[src/rtl/rv_ctrl_pkg.sv]
// Shared encodings for the multi-cycle RISC-V control path: FSM states, opcodes,
// datapath mux selects and the per-state Moore strobe table.
package rv_ctrl_pkg;

   typedef enum logic [3:0] {
      S_IDLE, S_FETCH, S_DECODE, S_MEM_ADDR, S_MEM_RD, S_MEM_WR, S_WB_MEM,
      S_EXEC_R, S_EXEC_I, S_WB_ALU, S_BRANCH, S_JAL, S_TRAP
   } state_e;

   localparam logic [6:0] OP_LOAD   = 7'b0000011;
   localparam logic [6:0] OP_STORE  = 7'b0100011;
   localparam logic [6:0] OP_R      = 7'b0110011;
   localparam logic [6:0] OP_I      = 7'b0010011;
   localparam logic [6:0] OP_BRANCH = 7'b1100011;
   localparam logic [6:0] OP_JAL    = 7'b1101111;

   typedef enum logic [1:0] {ALU_ADD = 2'd0, ALU_SUB = 2'd1, ALU_RTYPE = 2'd2, ALU_ITYPE = 2'd3} alu_op_e;
   typedef enum logic [1:0] {SRC_A_PC = 2'd0, SRC_A_OLD_PC = 2'd1, SRC_A_RS1 = 2'd2} src_a_e;
   typedef enum logic [1:0] {SRC_B_RS2 = 2'd0, SRC_B_IMM = 2'd1, SRC_B_FOUR = 2'd2} src_b_e;
   typedef enum logic [1:0] {RES_ALU_OUT = 2'd0, RES_MEM_DATA = 2'd1, RES_ALU_RESULT = 2'd2} result_src_e;

   typedef struct packed {
      logic        mem_read;
      logic        mem_write;
      logic        adr_src;
      logic        pc_write;
      logic        pc_src;
      logic        branch;
      logic        reg_write;
      result_src_e result_src;
      src_a_e      alu_src_a;
      src_b_e      alu_src_b;
      alu_op_e     alu_op;
   } ctrl_t;

   // Moore strobes per state; the mem_ready-gated FETCH writes are added by the caller.
   function automatic ctrl_t state_ctrl(input state_e s);
      ctrl_t c;
      c = '0;
      case (s)
         S_FETCH: begin
            c.mem_read  = 1'b1;
            c.alu_src_b = SRC_B_FOUR;
         end
         S_DECODE: begin
            c.alu_src_a = SRC_A_OLD_PC;
            c.alu_src_b = SRC_B_IMM;
         end
         S_MEM_ADDR: begin
            c.alu_src_a = SRC_A_RS1;
            c.alu_src_b = SRC_B_IMM;
         end
         S_MEM_RD: begin
            c.mem_read = 1'b1;
            c.adr_src  = 1'b1;
         end
         S_MEM_WR: begin
            c.mem_write = 1'b1;
            c.adr_src   = 1'b1;
         end
         S_WB_MEM: begin
            c.reg_write  = 1'b1;
            c.result_src = RES_MEM_DATA;
         end
         S_EXEC_R: begin
            c.alu_src_a = SRC_A_RS1;
            c.alu_op    = ALU_RTYPE;
         end
         S_EXEC_I: begin
            c.alu_src_a = SRC_A_RS1;
            c.alu_src_b = SRC_B_IMM;
            c.alu_op    = ALU_ITYPE;
         end
         S_WB_ALU: c.reg_write = 1'b1;
         S_BRANCH: begin
            c.alu_src_a = SRC_A_RS1;
            c.alu_op    = ALU_SUB;
            c.branch    = 1'b1;
         end
         S_JAL: begin
            c.pc_write   = 1'b1;
            c.pc_src     = 1'b1;
            c.reg_write  = 1'b1;
            c.result_src = RES_ALU_RESULT;
            c.alu_src_a  = SRC_A_OLD_PC;
            c.alu_src_b  = SRC_B_FOUR;
         end
         default: c = '0;
      endcase
      return c;
   endfunction

endpackage

[src/rtl/multicycle_control_unit_if.sv]
// Control-unit to datapath/memory bundle: opcode and memory handshake in, strobes out.
interface multicycle_control_unit_if #(parameter int CNT_W = 32);
   logic [6:0]       opcode;
   logic             mem_ready;
   logic             mem_read;
   logic             mem_write;
   logic             adr_src;
   logic             ir_write;
   logic             pc_write;
   logic             pc_src;
   logic             branch;
   logic             reg_write;
   logic [1:0]       result_src;
   logic [1:0]       alu_src_a;
   logic [1:0]       alu_src_b;
   logic [1:0]       alu_op;
   logic             illegal;
   logic             fault;
   logic [CNT_W-1:0] instr_count;

   modport master (
      input  opcode, mem_ready,
      output mem_read, mem_write, adr_src, ir_write, pc_write, pc_src, branch,
             reg_write, result_src, alu_src_a, alu_src_b, alu_op, illegal, fault,
             instr_count
   );

   modport slave (
      output opcode, mem_ready,
      input  mem_read, mem_write, adr_src, ir_write, pc_write, pc_src, branch,
             reg_write, result_src, alu_src_a, alu_src_b, alu_op, illegal, fault,
             instr_count
   );
endinterface

[src/rtl/mem_wait_timer.sv]
// Counts consecutive mem_ready-low cycles in a wait state and flags the last allowed one.
module mem_wait_timer #(
   parameter int MEM_TIMEOUT = 16
) (
   input  logic clk,
   input  logic rst_n,
   input  logic clear,
   input  logic enable,
   input  logic mem_ready,
   output logic expired
);
   localparam int            CW   = $clog2(MEM_TIMEOUT);
   localparam logic [CW-1:0] LAST = CW'(MEM_TIMEOUT - 1);

   logic [CW-1:0] count_q;

   // NOTE: sequential state uses non-blocking (<=) so every flop samples pre-edge values.
   always_ff @(posedge clk or negedge rst_n) begin
      if (!rst_n)                      count_q <= '0;
      else if (clear)                  count_q <= '0;
      else if (enable && !mem_ready)   count_q <= count_q + CW'(1);
   end

   assign expired = enable && !mem_ready && (count_q == LAST);
endmodule

[src/rtl/multicycle_control_unit.sv]
// Multi-cycle RISC-V control FSM: sequences each instruction and drives registered
// Moore strobes, with memory timeout, illegal-opcode trap and retire counter.
module multicycle_control_unit
   import rv_ctrl_pkg::*;
#(
   parameter bit ENABLE_ITYPE = 1'b1,
   parameter bit ENABLE_JAL   = 1'b1,
   parameter int MEM_TIMEOUT  = 16,
   parameter int CNT_W        = 32
) (
   input logic                       clk,
   input logic                       rst_n,
   multicycle_control_unit_if.master bus
);
   state_e           state_q, next_state;
   ctrl_t            ctrl_q;
   logic             fetch_q, illegal_q, fault_q;
   logic [CNT_W-1:0] count_q;
   logic             retire, set_illegal, waiting, expired;

   assign waiting = (state_q == S_FETCH) || (state_q == S_MEM_RD) || (state_q == S_MEM_WR);

   mem_wait_timer #(.MEM_TIMEOUT(MEM_TIMEOUT)) u_timer (
      .clk       (clk),
      .rst_n     (rst_n),
      .clear     (next_state != state_q),
      .enable    (waiting),
      .mem_ready (bus.mem_ready),
      .expired   (expired)
   );

   // NOTE: every always_comb output gets a default first so no path infers a latch.
   always_comb begin
      next_state  = state_q;
      retire      = 1'b0;
      set_illegal = 1'b0;
      case (state_q)
         S_IDLE:   next_state = S_FETCH;
         S_FETCH:  if (bus.mem_ready) next_state = S_DECODE;
                   else if (expired)  next_state = S_TRAP;
         S_DECODE: begin
            case (bus.opcode)
               OP_LOAD, OP_STORE: next_state = S_MEM_ADDR;
               OP_R:              next_state = S_EXEC_R;
               OP_BRANCH:         next_state = S_BRANCH;
               OP_I:              next_state = ENABLE_ITYPE ? S_EXEC_I : S_TRAP;
               OP_JAL:            next_state = ENABLE_JAL ? S_JAL : S_TRAP;
               default:           next_state = S_TRAP;
            endcase
            set_illegal = (next_state == S_TRAP);
         end
         S_MEM_ADDR: next_state = (bus.opcode == OP_LOAD) ? S_MEM_RD : S_MEM_WR;
         S_MEM_RD:   if (bus.mem_ready) next_state = S_WB_MEM;
                     else if (expired)  next_state = S_TRAP;
         S_MEM_WR: begin
            if (bus.mem_ready) begin
               next_state = S_FETCH;
               retire     = 1'b1;
            end else if (expired) begin
               next_state = S_TRAP;
            end
         end
         S_EXEC_R, S_EXEC_I: next_state = S_WB_ALU;
         S_WB_MEM, S_WB_ALU, S_BRANCH, S_JAL: begin
            next_state = S_FETCH;
            retire     = 1'b1;
         end
         S_TRAP:   next_state = S_TRAP;
         default:  next_state = S_TRAP;
      endcase
   end

   // Strobes are decoded from next_state so they are registered yet aligned with state_q.
   always_ff @(posedge clk or negedge rst_n) begin
      if (!rst_n) begin
         state_q   <= S_IDLE;
         ctrl_q    <= '0;
         fetch_q   <= 1'b0;
         illegal_q <= 1'b0;
         fault_q   <= 1'b0;
         count_q   <= '0;
      end else begin
         state_q <= next_state;
         ctrl_q  <= state_ctrl(next_state);
         fetch_q <= (next_state == S_FETCH);
         fault_q <= (next_state == S_TRAP);
         if (set_illegal) illegal_q <= 1'b1;
         if (retire)      count_q   <= count_q + CNT_W'(1);
      end
   end

   assign bus.mem_read    = ctrl_q.mem_read;
   assign bus.mem_write   = ctrl_q.mem_write;
   assign bus.adr_src     = ctrl_q.adr_src;
   assign bus.ir_write    = fetch_q && bus.mem_ready;
   assign bus.pc_write    = ctrl_q.pc_write || (fetch_q && bus.mem_ready);
   assign bus.pc_src      = ctrl_q.pc_src;
   assign bus.branch      = ctrl_q.branch;
   assign bus.reg_write   = ctrl_q.reg_write;
   assign bus.result_src  = ctrl_q.result_src;
   assign bus.alu_src_a   = ctrl_q.alu_src_a;
   assign bus.alu_src_b   = ctrl_q.alu_src_b;
   assign bus.alu_op      = ctrl_q.alu_op;
   assign bus.illegal     = illegal_q;
   assign bus.fault       = fault_q;
   assign bus.instr_count = count_q;
endmodule

[src/flat_wrapper.sv]
// flat-port wrapper written by rule: the top's interface ports become plain ports
module multicycle_control_unit_flat import rv_ctrl_pkg::*;
#(
   parameter bit ENABLE_ITYPE = 1'b1,
   parameter bit ENABLE_JAL   = 1'b1,
   parameter int MEM_TIMEOUT  = 16,
   parameter int CNT_W        = 32
)
  (clk, rst_n, bus_opcode, bus_mem_ready, bus_mem_read, bus_mem_write, bus_adr_src, bus_ir_write, bus_pc_write, bus_pc_src, bus_branch, bus_reg_write, bus_result_src, bus_alu_src_a, bus_alu_src_b, bus_alu_op, bus_illegal, bus_fault, bus_instr_count);
  multicycle_control_unit_if #(.CNT_W(CNT_W)) bus_i ();
  input logic clk;
  input logic rst_n;
  input wire logic [$bits(bus_i.opcode)-1:0] bus_opcode;
  input wire logic [$bits(bus_i.mem_ready)-1:0] bus_mem_ready;
  output wire logic [$bits(bus_i.mem_read)-1:0] bus_mem_read;
  output wire logic [$bits(bus_i.mem_write)-1:0] bus_mem_write;
  output wire logic [$bits(bus_i.adr_src)-1:0] bus_adr_src;
  output wire logic [$bits(bus_i.ir_write)-1:0] bus_ir_write;
  output wire logic [$bits(bus_i.pc_write)-1:0] bus_pc_write;
  output wire logic [$bits(bus_i.pc_src)-1:0] bus_pc_src;
  output wire logic [$bits(bus_i.branch)-1:0] bus_branch;
  output wire logic [$bits(bus_i.reg_write)-1:0] bus_reg_write;
  output wire logic [$bits(bus_i.result_src)-1:0] bus_result_src;
  output wire logic [$bits(bus_i.alu_src_a)-1:0] bus_alu_src_a;
  output wire logic [$bits(bus_i.alu_src_b)-1:0] bus_alu_src_b;
  output wire logic [$bits(bus_i.alu_op)-1:0] bus_alu_op;
  output wire logic [$bits(bus_i.illegal)-1:0] bus_illegal;
  output wire logic [$bits(bus_i.fault)-1:0] bus_fault;
  output wire logic [$bits(bus_i.instr_count)-1:0] bus_instr_count;
  assign bus_i.opcode = bus_opcode;
  assign bus_i.mem_ready = bus_mem_ready;
  assign bus_mem_read = bus_i.mem_read;
  assign bus_mem_write = bus_i.mem_write;
  assign bus_adr_src = bus_i.adr_src;
  assign bus_ir_write = bus_i.ir_write;
  assign bus_pc_write = bus_i.pc_write;
  assign bus_pc_src = bus_i.pc_src;
  assign bus_branch = bus_i.branch;
  assign bus_reg_write = bus_i.reg_write;
  assign bus_result_src = bus_i.result_src;
  assign bus_alu_src_a = bus_i.alu_src_a;
  assign bus_alu_src_b = bus_i.alu_src_b;
  assign bus_alu_op = bus_i.alu_op;
  assign bus_illegal = bus_i.illegal;
  assign bus_fault = bus_i.fault;
  assign bus_instr_count = bus_i.instr_count;
  multicycle_control_unit #(.ENABLE_ITYPE(ENABLE_ITYPE), .ENABLE_JAL(ENABLE_JAL), .MEM_TIMEOUT(MEM_TIMEOUT), .CNT_W(CNT_W)) u_core (.clk(clk), .rst_n(rst_n), .bus(bus_i));
endmodule
[config.mk]
export PLATFORM = sky130hd
export DESIGN_NAME = multicycle_control_unit_flat
export DESIGN_NICKNAME = d
export VERILOG_FILES = /design/src/rtl/rv_ctrl_pkg.sv /design/src/rtl/multicycle_control_unit_if.sv /design/src/rtl/mem_wait_timer.sv /design/src/rtl/multicycle_control_unit.sv /design/src/flat_wrapper.sv
export SDC_FILE = /design/constraint.sdc
export NUM_CORES = 1
export LEC_CHECK = 0
export CAP_MARGIN = 5
export CORE_MARGIN = 3
export CORE_UTILIZATION = 46
export DETAILED_ROUTE_END_ITERATION = 6
export PLACE_DENSITY = 0.76
export RECOVER_POWER = 50
export SYNTH_ARGS = -nofsm -noshare
export SYNTH_HDL_FRONTEND = slang
export SYNTH_SLANG_ARGS = --single-unit
export TNS_END_PERCENT = 30
[constraint.sdc]
create_clock -name clk -period 2.1 [get_ports clk]
set_input_delay 0.63 -clock clk [delete_from_list [all_inputs] [get_ports clk]]
set_output_delay 0.63 -clock clk [all_outputs]
set_load 0.03 [all_outputs]
* Word-level counts from Yosys, hierarchy flattened
Cells that the tools add are included.
** Storage, ports and cells
- Flip-flop bits (word level) :: 58
- Bits in latches :: 0
- Memory bits (writable) :: 0
- Memory bits (read-only) :: 0
- Bits of input ports :: 10
- Output and inout bits :: 50
- Word-level logic and storage cells :: 94
- Memories :: 0
** Cells by class
- Add/sub/neg operators :: 2
- Multipliers :: 0
- Divide/modulo/power cells :: 0
- $lt $le $gt $ge :: 0
- Equality and inequality tests :: 32
- Shift operators :: 0
- Muxes and demuxes :: 23
- Bitwise logic cells :: 0
- Reductions and logical operators :: 20
** Operator list (count)
- $eq A4 B4 Y1 const B :: 11
- $add A32 B1 Y32 const B :: 1
- $eq A4 B3 Y1 const B :: 8
- $mux W4 :: 7
- $pmux W4 S7 :: 1
- $pmux W4 S5 :: 1
- $eq A4 B2 Y1 const B :: 4
- $eq A7 B6 Y1 const B :: 2
- $eq A7 B7 Y1 const B :: 2
- $pmux W2 S2 :: 3
- $reduce_or A2 Y1 :: 6
- $eq A4 B1 Y1 const B :: 2
- $mux W1 :: 8
- $reduce_or A4 Y1 :: 2
- $eq A7 B2 Y1 const B :: 1
- $eq A7 B5 Y1 const B :: 1
- $pmux W2 S3 :: 1
- $reduce_or A3 Y1 :: 2
- $reduce_or A5 Y1 :: 1
- $add A4 B1 Y4 const B :: 1
- $logic_not A4 Y1 :: 1
- $ne A4 B4 Y1 :: 1
- $logic_and A1 B1 Y1 :: 3
- $logic_or A1 B1 Y1 :: 3
- 4 further kinds :: 4

* Depth between registers and ports, before layout
Gate-level depths: netlist of the first run.
- Depth in word-level cells :: 11
- Depth in mapped cells :: 8

* Hierarchy
A second synthesis of the first run with hierarchy kept.
** Second synthesis, totals
- Cells, all modules :: 263
- Area, all modules :: 2803.9 µm²
** Modules (own cells, without submodules)
- multicycle_control_unit :: times used 1, cells each 245, area an instance 2593.7 µm², sequential area each 1301.2 µm²
- mem_wait_timer :: times used 1, cells each 18, area an instance 210.2 µm², sequential area each 100.1 µm²

* Least setup slack after synthesis of the first run
No wires, ideal clock.
- Path type :: register to register
- From :: register u_core.state_q[0]
- To :: register u_core.ctrl_q, in the netlist u_core.bus.alu_src_b[1]
- Setup time :: 130 ps
- Arrival time :: 1937 ps
- Data required time :: 1970 ps
- Setup slack :: 33 ps
- Cell stages (with the launch flop) :: 7
- Buffers on the path :: 1
- Cell sequence :: dfrtp_1 buf_6 or4b_4 or4_4 nand3_2 nand2b_1 a211oi_2
** On the way
- Word-level cells in the longest chain between the ends :: 11
** RTL lines
- start: declaration :: line multicycle_control_unit.sv:15 : state_e state_q, next_state;
- start signal: assignment :: line multicycle_control_unit.sv:83 : state_q <= next_state;
- $eq A4 B1 Y1 or $eq A4 B3 Y1 (tied branches) :: line multicycle_control_unit.sv:21, multicycle_control_unit.sv:37
- $logic_or A1 B1 Y1 (2 in a row) :: line multicycle_control_unit.sv:21 : assign waiting = (state_q == S_FETCH) || (state_q == S_MEM_RD) || (state_q == S_MEM_WR);
- $logic_and A1 B1 Y1 (2 in a row) :: line mem_wait_timer.sv:24 : assign expired = enable && !mem_ready && (count_q == LAST);
- $mux W4 :: line multicycle_control_unit.sv:40, multicycle_control_unit.sv:54, multicycle_control_unit.sv:59
- $mux W4, on equally long branches :: line multicycle_control_unit.sv:56, multicycle_control_unit.sv:39, multicycle_control_unit.sv:53
- $pmux W4 S7 (*) :: line multicycle_control_unit.sv:37 : case (state_q)
- via u_core.next_state[1] :: line multicycle_control_unit.sv:15
- $eq A4 B2 Y1 (tied with other cells) :: line rv_ctrl_pkg.sv:40 : case (s)
- $reduce_or A3 Y1 (no line) or $reduce_or A2 Y1 (tied branches)
- $pmux W2 S2 (*) :: line rv_ctrl_pkg.sv:40
- end signal: assignment :: line multicycle_control_unit.sv:84 : ctrl_q <= state_ctrl(next_state);
- end: declaration :: line multicycle_control_unit.sv:16 : ctrl_t ctrl_q;
Mark *: on every way through the listed nets, which the timed path passes. The rest lies on a longest branch.
A chain may end at the register's enable or synchronous reset.

* Worst setup path after layout of the first run
- From :: input port bus_opcode[6]
- To :: register u_core.ctrl_q, in the netlist u_core.bus.alu_src_b[1]
** On the way
- Word-level cells in the longest chain between the ends :: 8
** RTL lines
- start: declaration :: line flat_wrapper.sv:13 : input wire logic [$bits(bus_i.opcode)-1:0] bus_opcode;
- $eq A7 B6 Y1 or $eq A7 B2 Y1 (tied branches) :: line multicycle_control_unit.sv:42 : case (bus.opcode)
- $reduce_or A2 Y1 :: line multicycle_control_unit.sv:42
- $pmux W4 S5 (*) :: line multicycle_control_unit.sv:42
- $mux W4 (*) :: line multicycle_control_unit.sv:37
- $pmux W4 S7 (*) :: line multicycle_control_unit.sv:37
- via u_core.next_state[1] :: line multicycle_control_unit.sv:15
- $eq A4 B2 Y1 (tied with other cells) :: line rv_ctrl_pkg.sv:40
- $reduce_or A3 Y1 (no line) or $reduce_or A2 Y1 (tied branches)
- $pmux W2 S2 (*) :: line rv_ctrl_pkg.sv:40
Mark *: on every way through the listed nets, which the timed path passes. The rest lies on a longest branch. The select of a mux whose other input is x is not followed.

==> impl_summary.txt, run 1 <==
----------------------------------------------------
[Run status]
  Status ... finished clean

[Logic synthesis]
  Post-synth EDFFs ... 0
  Synth cell types ... 52
  Share of synthesized registers carrying an async set or reset ... 100%
  Top cell types by occurrence after synthesis ... sky130_fd_sc_hd__dfrtp_1 (56), sky130_fd_sc_hd__nor2_1 (35), sky130_fd_sc_hd__nand2_1 (21), sky130_fd_sc_hd__xor2_1 (21)
  Top-count cell post-synth ... sky130_fd_sc_hd__dfrtp_1
  Portion of the post-synthesis area used by sequential elements ... 50.6%
  Number of flip-flops and latches in the synthesized netlist ... 56
  Synth Area per Inst ... 10.0 sq um
  Synthesis warning total ... 0
  Post-Synthesis Cell Area ... 0.00277 sq mm
  Synthesized net count ... 289
  Leading register cell type out of synthesis ... sky130_fd_sc_hd__dfrtp_1
  Leading cell types by total area after synthesis ... sky130_fd_sc_hd__dfrtp_1 (51%), sky130_fd_sc_hd__xor2_1 (6.6%), sky130_fd_sc_hd__nor2_1 (4.7%), sky130_fd_sc_hd__xnor2_1 (4.7%), sky130_fd_sc_hd__nand2_1 (2.8%)
  Largest area contributor in the synthesized netlist ... sky130_fd_sc_hd__dfrtp_1
  Top-area cell type share of the netlist area ... 50.6%
  Cells after synthesis ... 277

[Worst setup path]
  Critical Path Max Stage Delay ... 0.55 ns
  Total stage count of the critical path ... 6
  Worst Setup Start Kind ... primary input
  Critical path capture point type ... flip-flop
  Beginning of the worst register-to-register path ... u_core.state_q[2]
  Maximum fanout along the worst path ... 6
  Total buffers and inverters traversed by the critical path ... 1
  Worst setup path category ... primary input to flip-flop
  Critical-path top delay cell ... sky130_fd_sc_hd__or4_4
  Cells along the critical path ... clkdlybuf4s50_1 -> nand4b_1 -> or4_4 -> nand3_2 -> nand2_1 -> a211oi_2
  Arrival @ worst endpoint ... 2.31 ns
  Worst reg-to-reg path cell count ... 7
  Required @ worst endpoint ... 2.33 ns
  Critical R2R Capture ... u_core.bus.alu_src_b[1]
  Family of cells with the greatest summed delay on the critical path ... simple AND/OR/NAND/NOR gates
  Worst setup slack for register-to-register paths ... 0.05 ns

[Routing]
  Total Wirelength ... 5950 um
  1st-pass router iterations ... 4
  Antenna-violating nets left ... 0
  Vias ... 2290
  Via density per instance ... 5.19
  Routed length per placed instance ... 13.5 um
  Iteration-0 DRC count of the detailed router ... 91
  Residual DRC ... 0

[Timing]
  Unrepaired setup endpoints after global routing ... true
  Final count of negative-setup-slack endpoints ... 0
  Achievable clock frequency ... 481 MHz
  Max-slew headroom at the worst pin ... 31.7%
  WHS ... 0.463 ns
  Final TNS setup ... 0 ns
  Number of endpoints with negative hold slack in the final report ... 0
  Worst Clk Skew ... 0.00950 ns
  Slew at the pin with the worst max-slew slack ... 1.02 ns
  Fin crit period ... 2.08 ns
  Post-route setup slack ... 0.0222 ns
  Final Max Slew Viols ... 0
  Final clock period utilization by the worst path ... 98.9%

[Pwr]
  Int Pwr ... 2.45 mW
  Net Switching ... 1.65 mW
  Relative contribution of combinational cells to total power ... 51.3%
  Switching Share ... 40.2%
  Relative contribution of sequential cells to total power ... 34.0%
  Leakage ... 1.79 nW
  Power consumption ... 4.10 mW
  Max VDD drop ... 0.976 mV
  Share of total power in the clock network ... 14.7%
  Cell Pwr Density ... 1090 mW/mm^2

[Placed design]
  HPWL after detailed placement ... 4510 um
  Final Wtd Congestion ... 0.830
  Placed cell area ... 0.00364 sq mm
  Post-placement worst setup slack ... -0.688 ns
  IO buf count ... 59
  Inst Count DP ... 430

[Floorplan]
  Rows ... 27
  I/O pin count ... 60
  Placeable Area ... 0.00568 sq mm
  Die Wd ... 83.6 um
  Die Footprint ... 0.00699 sq mm
  Die Y ... 83.6 um
  Starting Density ... 48.8%

[Worst hold path]
  Worst min path class ... primary input to asynchronous set/reset pin

[Cells and area]
  P&R area growth vs syn ... 35.6%
  Total Nets Final ... 380
  Final non-filler cell total ... 441
  Final cell utilization of the core ... 66.1%
  Final cell area excluding filler cells ... 0.00375 sq mm
  Diode insertion count for antenna repair ... 0
  Layout cells sized above 1 ... 19.2%

[Global routing]
  Pin count of the biggest net entering global routing ... 40
  Global-route wire length before repair ... 10300 um
  GRT Util Overall ... 17.5%
  Via count of the first global-routing pass ... 2278
  Antenna violations before repair ... 0
  Total gr overflow ... 0

[Clock tree]
  Buffer type at the clock tree root ... sky130_fd_sc_hd__clkbuf_8
  CTS Buffer Depth ... 2
  TritonCTS clock tree ... built
  Clock latency of the later-clocked register in the worst-skew pair ... 0.31 ns
  Clock transition at the registers of the reported paths ... 0.10 ns
  CTS Buf Count ... 5
  Number of buffers inserted for hold repair after clock tree synthesis ... 0
  Clock tree sinks ... 56
  Maximum level of the CTS H-tree ... 2

[Job]
  Max capacitance violation total ... 0

----------------------------------------------------
flip-flops by register name, summed over array words and instances (netlist names):
signal / count
u_core.state_q: 4
u_core.fetch_q: 1
u_core.bus.alu_op: 2
u_core.bus.alu_src_b: 2
u_core.bus.mem_read: 1
u_core.bus.result_src: 1
u_core.bus.illegal: 1
u_core.bus.alu_src_a: 2
u_core.bus.fault: 1
u_core.u_timer.count_q: 4
u_core.bus.branch: 1
u_core.bus.mem_write: 1
u_core.bus.pc_src: 1
u_core.bus.reg_write: 1
u_core.bus.instr_count: 32
u_core.bus.adr_src: 1
worst reg2reg max path: cells and delay by family, from the launching register on:
family,cells,cell delay [ns]
flip-flops,1,0.39
buffers and inverters,2,0.25
AO/OA/AOI/OAI,2,0.28
AND/OR/NAND/NOR,3,1.03
area by class of cell:
class	instances	area, sq um
clock inverters	3	27.5
flip-flops and latches	56	1400
well taps	72	90.1
clock buffers	5	68.8
inverters	15	56.3
fillers	485	1920
multi-input cells	196	1320
repair buffers	94	792
how the worst max path moves through the flow:
stage                              end               from  slack (ns)
4_1_cts                   bus_pc_write      bus_mem_ready       -0.03
6_report       u_core.bus.alu_src_b[1]      bus_opcode[6]        0.02
3_5_place_dp              bus_pc_write      bus_mem_ready       -0.69
3_3_place_gp              bus_pc_write      bus_mem_ready       -0.67
5_1_grt        u_core.bus.alu_src_b[1]      bus_opcode[6]       -0.02
2_1_floorplan  u_core.bus.alu_src_b[1]  u_core.state_q[0]        0.03
metal layers:
| metal | GRT usage, % | part of all wire, % | up-vias |
|---|---|---|---|
| li1 | - | - | 1127 |
| met1 | 22.3 | 44 | 1101 |
| met2 | 31.1 | 51 | 55 |
| met3 | 3.26 | 4.2 | 7 |
| met4 | 3.22 | 1.1 | 0 |
| met5 | 0 | 0 | - |
cell usage in the layout (no fill, tap or decap), drive strengths merged, types with 2 or more instances in the layout:
cell type / n
a211oi: 3
a21boi: 2
a21o: 2
a21oi: 5
a31o: 2
and2: 2
and3: 5
and3b: 2
and4: 3
buf: 36
clkbuf: 17
clkdlybuf4s50: 36
dfrtp: 56
dlygate4sd2: 8
ha: 2
inv: 16
nand2: 21
nand2b: 2
nand3: 16
nand4: 6
nand4bb: 2
nor2: 35
nor2b: 2
nor3: 9
nor4: 2
nor4bb: 2
o21a: 2
o21ai: 12
o22ai: 2
or2: 4
xnor2: 15
xor2: 21
cell families (layout without fill, tap and decap cells):
logic type	count (synthesis)	count (layout)	share of synthesized area [%]
AO/OA/AOI/OAI	38	38	9.71
XOR/XNOR	36	36	11.4
adder cells (fa/ha/maj)	2	2	0.904
buffers and inverters	25	117	3.93
flip-flops	56	56	50.6
multiplexers	2	2	0.768
AND/OR/NAND/NOR	118	118	22.7
timing repair:
action | in CTS | in global routing
buffers inserted | 2 | 1
endpoints found under the setup margin | 48 | 34
resized for setup | 22 | 22
pin swaps | 4 | 4
endpoints found under the hold margin | 0 | 0
power groups by stage:
stage | combinational (mW) | sequential (mW) | clock (mW)
2_1_floorplan | 0.993 | 1.67 | 0
3_3_place_gp | 1.99 | 1.41 | 0
3_5_place_dp | 2.02 | 1.41 | 0
4_1_cts | 2.08 | 1.39 | 0.629
5_1_grt | 2.31 | 1.42 | 0.674
6_report | 2.10 | 1.39 | 0.604
Note: power is estimated with default switching activity, not from simulation.
==> inputs of run 2 (changes only) <==
--- a/config.mk
+++ b/config.mk
@@ -7,9 +7,9 @@
 export LEC_CHECK = 0
 export CAP_MARGIN = 5
 export CORE_MARGIN = 3
-export CORE_UTILIZATION = 46
+export CORE_UTILIZATION = 42
 export DETAILED_ROUTE_END_ITERATION = 6
-export PLACE_DENSITY = 0.76
+export PLACE_DENSITY = 0.71
 export RECOVER_POWER = 50
 export SYNTH_ARGS = -nofsm -noshare
 export SYNTH_HDL_FRONTEND = slang
==> run 2 against run 1 <==
Worst setup slack gained 0.0073 ns. Non-clock buffer count is 7 higher. Sequential power barely moved. Critical endpoint is now bus_instr_count[4].
==> impl_summary.txt, run 2 (synthesis results as in run 1) <==
----------------------------------------------------
[Routing]
  Iteration-0 DRC count of the detailed router ... 77 (was 91)
  Antenna-violating nets left ... 0 (unchanged)
  Via density per instance ... 5.10 (was 5.19)
  Total Wirelength ... 6030 um (was 5950 um)
  Vias ... 2302 (was 2290)
  Routed length per placed instance ... 13.4 um (was 13.5 um)
  Residual DRC ... 0 (unchanged)
  1st-pass router iterations ... 5 (was 4)

[Worst setup path]
  Cells along the critical path ... clkdlybuf4s50_1 (was clkdlybuf4s50_1 -> nand4b_1 -> or4_4 -> nand3_2 -> nand2_1 -> a211oi_2)
  Maximum fanout along the worst path ... 4 (was 6)
  Worst setup path category ... flip-flop to output port (was primary input to flip-flop)
  Family of cells with the greatest summed delay on the critical path ... buffers and inverters (was simple AND/OR/NAND/NOR gates)
  Required @ worst endpoint ... 1.47 ns (was 2.33 ns)
  Critical path capture point type ... output port (was flip-flop)
  Worst Setup Start Kind ... flip-flop (was primary input)
  Critical Path Max Stage Delay ... 0.70 ns (was 0.55 ns)
  Arrival @ worst endpoint ... 1.44 ns (was 2.31 ns)
  Total buffers and inverters traversed by the critical path ... 1 (unchanged)
  Critical-path top delay cell ... sky130_fd_sc_hd__clkdlybuf4s50_1 (was sky130_fd_sc_hd__or4_4)

[Floorplan]
  Die Footprint ... 0.00760 sq mm (was 0.00699 sq mm)
  Die Y ... 87.2 um (was 83.6 um)
  Die Wd ... 87.2 um (was 83.6 um)
  Placeable Area ... 0.00617 sq mm (was 0.00568 sq mm)
  Starting Density ... 44.9% (was 48.8%)
  Rows ... 28 (was 27)
  I/O pin count ... 60 (unchanged)

[Clock tree]
  CTS Buffer Depth ... 2 (unchanged)
  Clock transition at the registers of the reported paths ... 0.10 ns (about the same)
  Clock latency of the later-clocked register in the worst-skew pair ... 0.30 ns (was 0.31 ns)
  TritonCTS clock tree ... built (unchanged)
  Number of buffers inserted for hold repair after clock tree synthesis ... 0 (unchanged)
  Maximum level of the CTS H-tree ... 2 (unchanged)
  Buffer type at the clock tree root ... sky130_fd_sc_hd__clkbuf_8 (unchanged)
  Clock tree sinks ... 56 (unchanged)
  CTS Buf Count ... 5 (unchanged)
  Post-CTS setup-driven buffer insertion count ... 0 (was 2)

[Placed design]
  Final Wtd Congestion ... 0.867 (was 0.830)
  HPWL after detailed placement ... 4480 um (was 4510 um)
  IO buf count ... 59 (unchanged)

[Timing]
  Slew at the pin with the worst max-slew slack ... 0.860 ns (was 1.02 ns)
  Final TNS setup ... 0 ns (unchanged)
  Max-slew headroom at the worst pin ... 42.7% (was 31.7%)
  Worst Clk Skew ... 0.00608 ns (was 0.00950 ns)
  Number of endpoints with negative hold slack in the final report ... 0 (unchanged)
  Final count of negative-setup-slack endpoints ... 0 (unchanged)
  Final Max Slew Viols ... 0 (unchanged)
  Fin crit period ... 2.07 ns (was 2.08 ns)
  Final clock period utilization by the worst path ... 98.6% (was 98.9%)
  Achievable clock frequency ... 483 MHz (was 481 MHz)
  Unrepaired setup endpoints after global routing ... true (unchanged)

[Cells and area]
  Layout cells sized above 1 ... 19.1% (was 19.2%)
  Largest register FFs ... 32 (unchanged)
  P&R area growth vs syn ... 39.5% (was 35.6%)
  Final cell utilization of the core ... 62.6% (was 66.1%)
  Leading cell type in the layout, fill and taps excluded ... sky130_fd_sc_hd__dfrtp_1 (unchanged)
  Diode insertion count for antenna repair ... 0 (unchanged)
  Most used cells in the layout excluding fill and tap cells ... sky130_fd_sc_hd__dfrtp_1 (56), sky130_fd_sc_hd__clkdlybuf4s50_1 (38), sky130_fd_sc_hd__buf_4 (36), sky130_fd_sc_hd__nor2_1 (35), sky130_fd_sc_hd__xor2_1 (21) (was sky130_fd_sc_hd__dfrtp_1 (56), sky130_fd_sc_hd__clkdlybuf4s50_1 (36), sky130_fd_sc_hd__nor2_1 (33), sky130_fd_sc_hd__buf_4 (33))
  Filler cell count ... 525 (was 485)
  Total Nets Final ... 387 (was 380)

[Global routing]
  Antenna violations before repair ... 0 (unchanged)
  Total gr overflow ... 0 (unchanged)
  Pin count of the biggest net entering global routing ... 41 (was 40)
  Via count of the first global-routing pass ... 2261 (was 2278)
  Global-route wire length before repair ... 10300 um (about the same)
  GRT Util Overall ... 16.7% (was 17.5%)

[Pwr]
  Leakage ... 1.83 nW (was 1.79 nW)
  Max VDD drop ... 0.827 mV (was 0.976 mV)
  Cell Pwr Density ... 1120 mW/mm^2 (was 1090 mW/mm^2)
  Power consumption ... 4.33 mW (was 4.10 mW)

[Worst hold path]
  Worst min path class ... primary input to asynchronous set/reset pin (unchanged)

[Job]
  Max capacitance violation total ... 0 (unchanged)

[Run status]
  Status ... finished clean (unchanged)

----------------------------------------------------
-- run 2: area by class of cell --
class	instances	area [sq um]	area share (%)
inverters	15	56.3	1.46
clock inverters	1	7.51	0.194
well taps	75	93.8	2.43
clock buffers	7	86.3	2.24
flip-flops and latches	56	1400	36.3
multi-input cells	196	1380	35.7
repair buffers	101	838	21.7
-- run 2: path summary, 6_finish.rpt --
path / slack, ns / cells past startpoint / end / from
worst min-delay path: 0.40 / 1 / u_core.u_timer.count_q[2] / rst_n
worst max-delay path: 0.03 / 1 / bus_instr_count[4] / u_core.bus.instr_count[4]
min in group clk: 0.47 / 1 / u_core.bus.illegal / u_core.bus.illegal
worst min register to register: 0.47 / 1 / u_core.bus.illegal / u_core.bus.illegal
max in group asynchronous: 0.57 / 2 / u_core.bus.mem_read / rst_n
worst max register to register: 0.03 / 6 / u_core.bus.alu_src_b[1] / u_core.state_q[2]
-- run 2: what timing repair did --
action / CTS / global route
endpoints found under the hold margin: 0 / 0
endpoints found under the setup margin: 41 / 26
resized for setup: 28 / 21
pin swaps: 4 / 8
-- run 2: power by group --
part	switching (mW)	internal (mW)	total (mW)	leakage [nW]
Combinational	1.28	1.07	2.35	1.06
Sequential	0.103	1.27	1.37	0.729
Clock	0.346	0.269	0.615	0.0445
Total	1.73	2.61	4.33	1.83
-- run 2: metal layers --
metal	up-vias	track usage, %	share of wire (%)
met5	-	0	0
li1	1145	-	-
met2	60	28.3	49
met1	1085	21.8	45
met3	12	3.50	5.4
met4	0	4.18	1.3
-- run 2: per-stage QoR --
stage / std cells / hold slack, ns / setup slack, ns / area [sq um]
2_1_floorplan: 277 / 0.334 / 0.0335 / 2770
3_3_place_gp: 443 / 0.449 / -0.572 / 3720
3_5_place_dp: 443 / 0.449 / -0.595 / 3720
4_1_cts: 451 / 0.246 / -0.00101 / 3840
5_1_grt: 451 / 0.490 / -0.0918 / 3860
6_report: 451 / 0.402 / 0.0295 / 3860
